`src/rtl/als_scheduler.sv`:
```
// Periodic ALS conversion scheduler: requests a conversion every PERIOD_CYCLES,
// waits for completion with a timeout, and publishes the (optionally averaged) value.
// Optional feature: define ALS_AVERAGE_EN for a 4-sample moving-average output.
module als_scheduler #(
  parameter int unsigned PERIOD_CYCLES  = 1200000,
  parameter int unsigned TIMEOUT_CYCLES = 4096
) (
  input  logic       i_system_clock,
  input  logic       i_aresetn,
  input  logic       i_enable,
  input  logic       i_clear,
  output logic       o_start,
  input  logic       i_done,
  input  logic [7:0] i_sample,
  output logic [7:0] o_value,
  output logic       o_valid,
  output logic       o_timeout
);

  localparam int unsigned PW = (PERIOD_CYCLES  > 1) ? $clog2(PERIOD_CYCLES)  : 1;
  localparam int unsigned TW = (TIMEOUT_CYCLES > 1) ? $clog2(TIMEOUT_CYCLES) : 1;
  localparam logic [PW-1:0] P_LAST = PW'(PERIOD_CYCLES - 1);
  localparam logic [TW-1:0] T_LAST = TW'(TIMEOUT_CYCLES - 1);

  typedef enum logic [1:0] {IDLE, START, WAIT, UPDATE} state_t;

  state_t        state_q, state_d;
  logic [PW-1:0] period_q, period_d;
  logic [TW-1:0] to_q, to_d;
  logic          timeout_q, timeout_d;
  logic [7:0]    value_q, value_d;
  logic          tick;
  logic          capture;

  always_comb begin
    period_d = period_q;
    tick     = 1'b0;
    if (!i_enable) begin
      period_d = '0;
    end else if (period_q == P_LAST) begin
      period_d = '0;
      tick     = 1'b1;
    end else begin
      period_d = period_q + PW'(1);
    end
  end

  // Ticks arriving outside IDLE are simply dropped; i_done beats the timeout.
  always_comb begin
    state_d   = state_q;
    to_d      = to_q;
    timeout_d = timeout_q;
    capture   = 1'b0;
    if (i_clear) timeout_d = 1'b0;
    case (state_q)
      IDLE:   if (tick) state_d = START;
      START: begin
        to_d    = '0;
        state_d = WAIT;
      end
      WAIT: begin
        if (i_done) begin
          capture = 1'b1;
          state_d = UPDATE;
        end else if (to_q == T_LAST) begin
          timeout_d = 1'b1;
          state_d   = IDLE;
        end else begin
          to_d = to_q + TW'(1);
        end
      end
      UPDATE: state_d = IDLE;
      default: state_d = IDLE;
    endcase
  end

  assign o_start   = (state_q == START);
  assign o_valid   = (state_q == UPDATE);
  assign o_value   = value_q;
  assign o_timeout = timeout_q;

`ifdef ALS_AVERAGE_EN
  logic [3:0][7:0] win_q, win_d;
  logic [9:0]      sum_q, sum_d;
  logic            filled_q, filled_d;

  // First sample after reset seeds the whole window so the average starts at that sample.
  always_comb begin
    win_d    = win_q;
    sum_d    = sum_q;
    filled_d = filled_q;
    value_d  = value_q;
    if (capture) begin
      if (!filled_q) begin
        win_d    = {4{i_sample}};
        sum_d    = {i_sample, 2'b00};
        filled_d = 1'b1;
      end else begin
        win_d = {win_q[2:0], i_sample};
        sum_d = sum_q - {2'b00, win_q[3]} + {2'b00, i_sample};
      end
      value_d = sum_d[9:2];
    end
  end

  always_ff @(posedge i_system_clock or negedge i_aresetn) begin
    if (!i_aresetn) begin
      win_q    <= '0;
      sum_q    <= '0;
      filled_q <= 1'b0;
    end else begin
      win_q    <= win_d;
      sum_q    <= sum_d;
      filled_q <= filled_d;
    end
  end
`else
  always_comb begin
    value_d = value_q;
    if (capture) value_d = i_sample;
  end
`endif

  always_ff @(posedge i_system_clock or negedge i_aresetn) begin
    if (!i_aresetn) begin
      state_q   <= IDLE;
      period_q  <= '0;
      to_q      <= '0;
      timeout_q <= 1'b0;
      value_q   <= '0;
    end else begin
      state_q   <= state_d;
      period_q  <= period_d;
      to_q      <= to_d;
      timeout_q <= timeout_d;
      value_q   <= value_d;
    end
  end

endmodule

```
`config.mk`:
```
export PLATFORM = sky130hd
export DESIGN_NAME = als_scheduler
export DESIGN_NICKNAME = d
export VERILOG_FILES = /design/src/rtl/als_scheduler.sv
export SDC_FILE = /design/constraint.sdc
export NUM_CORES = 1
export LEC_CHECK = 0
export ABC_AREA = 1
export CORE_MARGIN = 2
export CORE_UTILIZATION = 40
export DETAILED_ROUTE_END_ITERATION = 6
export GPL_TIMING_DRIVEN = 0
export PLACE_DENSITY = 0.68
export SLEW_MARGIN = 0
export SYNTH_ARGS = -nofsm -noshare
export SYNTH_HDL_FRONTEND = slang
export SYNTH_SLANG_ARGS = --single-unit
```
`constraint.sdc`:
```
create_clock -name i_system_clock -period 4.2 [get_ports i_system_clock]
set_input_delay 0.84 -clock i_system_clock [delete_from_list [all_inputs] [get_ports i_system_clock]]
set_output_delay 0.84 -clock i_system_clock [all_outputs]
set_load 0.01 [all_outputs]
```
==> impl_results.md <==
* Clock Pin Slew Worst Setup and Hold Paths at 0.09 ns
* Final Util at 48.3%
* R2R setup slack at 2.46 ns
* Post-CTS setup buffer count at 0
* GP Congestion at 0.875
* Comb pwr share at 32.4%
* Leakage at 0.00125 uW
* Post-synth net total at 323
* Post-synthesis cell count at 304
* CTS tree: done
* CTS Sinks at 44
* CTS buffer count at 5
* First-pass GRT wire length at 8690 um
* Synth Area per Inst at 7.92 um^2
* CTS resizes at 0
* GRT overflow at 0
* Startpoint Class: register
* H-tree depth at 2
* Register area share after synthesis at 45.7%
* Register bit total from synthesis at 44
* Die H at 81.6 um
* Tcrit/Tclk final at 56.5%
* Area delta synth->final at 18.1%
* Std-Cell Rows at 28
* CTS root buf: clkbuf_8
* Slew Viols, Final at 0
* CP arrival at 1.53 ns
* VDD IR max at 0.338 mV
* Dpl hpwl at 3450 um
* RSZ-0062 raised after global routing: no
* Number of global-route vias before repair at 2004
* Pwr/cell area at 421 nW/um^2
* DR WL/cell at 11.4 um
* Crit path kind: reg2out
* Worst Setup End Kind: output pin
* Antenna cells at 0
* Fmax at 0.422 GHz
* Initial drt markers at 142
* I/O pin total at 24
* CP Max Fanout at 4
* Port Buffers at 23
* Core Area at 5890 um^2
* Int Power at 800 uW
* Synth Warn # at 0
* Switching share of power at 33.1%
* Hold Path Class: in2async
* Post-route clock skew at 0.00979 ns
* Share of post-route cells with drive strength above 1 at 10.4%
* Final Setup Violations at 0
* DR vias at 1978
* DIE WIDTH at 81.6 um
* Final setup TNS at 0 ns
* Status: completed
* Nets at 354
* Pin count of the biggest net entering global routing at 37
* Antenna Nets Post-Route at 0
* Clk buf depth at 2
* Residual DRC at 0
* # Max-Cap Violations at 0
* Actual transition at the worst max-transition pin at 0.304 ns
* WP data required at 3.36 ns
* Via/cell ratio at 4.82
* Normalized max-slew margin at 79.7%
* Initial Util at 40.9%
* Clock share of power at 24.3%
* All-layer global routing usage at 16.7%
* Area of the mapped netlist at 2410 um^2
* Final WL at 4680 um
* Seq pwr share at 43.3%
* Final period demand of the worst path at 2.37 ns
* Switch Pwr at 396 uW
* Netlist cell types at 31
* # hold bufs at CTS at 0
* DIE AREA at 6660 um^2
* Worst skew pair latency at 0.30 ns
* DRT Pass-1 Iters at 4
* Initial antenna violation count at 0
* Reg2reg path depth at 9
* Final Hold Fails at 0
cells in the final DEF (no fill, tap or decap), types with 6 or more instances in the layout:
master	instances
ha_1	6
dfrtp_1	44
o21ai_0	9
nand2_1	86
nand3_1	18
nor2_1	37
clkdlybuf4s50_1	22
clkbuf_8	7
a21oi_1	6
nor3_1	14
inv_1	35
xor2_1	10
registers in the layout (all words and copies together) (netlist names):
signal / cells
o_timeout: 1
state_q: 2
o_value: 8
period_q: 21
to_q: 12
kinds of logic (layout without fill, tap and decap cells):
group,after synthesis,after routing,synth area share (%)
XOR/XNOR,11,11,4.00
buffers and inverters,39,70,6.65
AO/OA/AOI/OAI,26,26,6.29
adder cells (fa/ha/maj),6,6,3.12
flip-flops,44,44,45.7
AND/OR/NAND/NOR,178,178,34.2
synth_stat cells:
library cell	n	area share, %
nand2_4	1	0.47
o21ai_2	3	1.1
nand4_1	1	0.26
inv_2	1	0.16
nand2_2	2	0.52
o22ai_1	1	0.26
nor2_4	4	1.9
or2_2	1	0.26
buf_8	1	0.62
nor3_1	14	2.9
nor2_2	5	1.3
nand3_2	2	0.83
nand3b_1	3	0.93
inv_1	35	5.5
buf_2	2	0.42
o21ai_0	9	1.9
a31o_2	1	0.36
nand3_1	18	3.7
o21bai_1	1	0.31
o21ai_1	4	0.83
nor2_1	37	5.8
xor2_1	10	3.6
dfrtp_1	44	46
xnor2_1	1	0.36
a21oi_1	6	1.2
ha_1	6	3.1
o211ai_1	1	0.31
nor3_2	2	0.83
nand2_1	86	13
and3_1	1	0.26
nand4_4	1	0.88
stage by stage:
| stage | hold WS (ns) | instance area [um^2] | instances | worst slack (ns) | power [uW] |
|---|---|---|---|---|---|
| 2_1_floorplan | 0.451 | 2410 | 304 | 2.53 | 756 |
| 3_3_place_gp | 0.462 | 2730 | 402 | 1.09 | 905 |
| 3_5_place_dp | 0.472 | 2750 | 403 | 1.81 | 917 |
| 4_1_cts | 0.384 | 2840 | 410 | 1.82 | 1210 |
| 5_1_grt | 0.382 | 2840 | 410 | 1.77 | 1280 |
| 6_report | 0.378 | 2840 | 410 | 1.83 | 1200 |
final timing paths:
kind | endpoint | startpoint
worst min register to register | period_q[0]$_DFF_PN0_ | period_q[0]$_DFF_PN0_
worst max-delay path | o_start | state_q[1]$_DFFE_PN0P_
min in group i_system_clock | period_q[0]$_DFF_PN0_ | period_q[0]$_DFF_PN0_
max in group asynchronous | to_q[2]$_DFFE_PN0P_ | i_aresetn
worst min-delay path | period_q[7]$_DFF_PN0_ | i_aresetn
worst max register to register | to_q[9]$_DFFE_PN0P_ | state_q[0]$_DFFE_PN0P_
layout make-up:
class                           instances  area (um^2)
Sequential cell                        44         1100
Tap cell                               75         93.8
Timing Repair Buffer                   24          245
Clock buffer                            7         96.3
Buffer                                  3         25.0
Inverter                               36          135
Fill cell                             583         3040
Multi-Input combinational cell        221         1150
power groups by stage:
| stage | Combinational [uW] | Clock, uW | Sequential (uW) |
|---|---|---|---|
| 6_report | 388 | 291 | 518 |
| 5_1_grt | 438 | 317 | 526 |
| 4_1_cts | 394 | 300 | 518 |
| 3_5_place_dp | 394 | 0 | 523 |
| 3_3_place_gp | 381 | 0 | 524 |
| 2_1_floorplan | 221 | 0 | 535 |
routing by layer:
layer | global-route usage, % | share of wire (%)
met1 | 21.9 | 48
met2 | 27.5 | 46
met3 | 3.41 | 3.8
met4 | 5.83 | 1.6
met5 | 0 | 0
worst max-delay path, cell delays in order, from the launching register on:
cell,delay (ns)
dfrtp_1,0.42
inv_1,0.12
ha_1,0.16
clkdlybuf4s50_1,0.54
(Power assumes the default switching activity.)
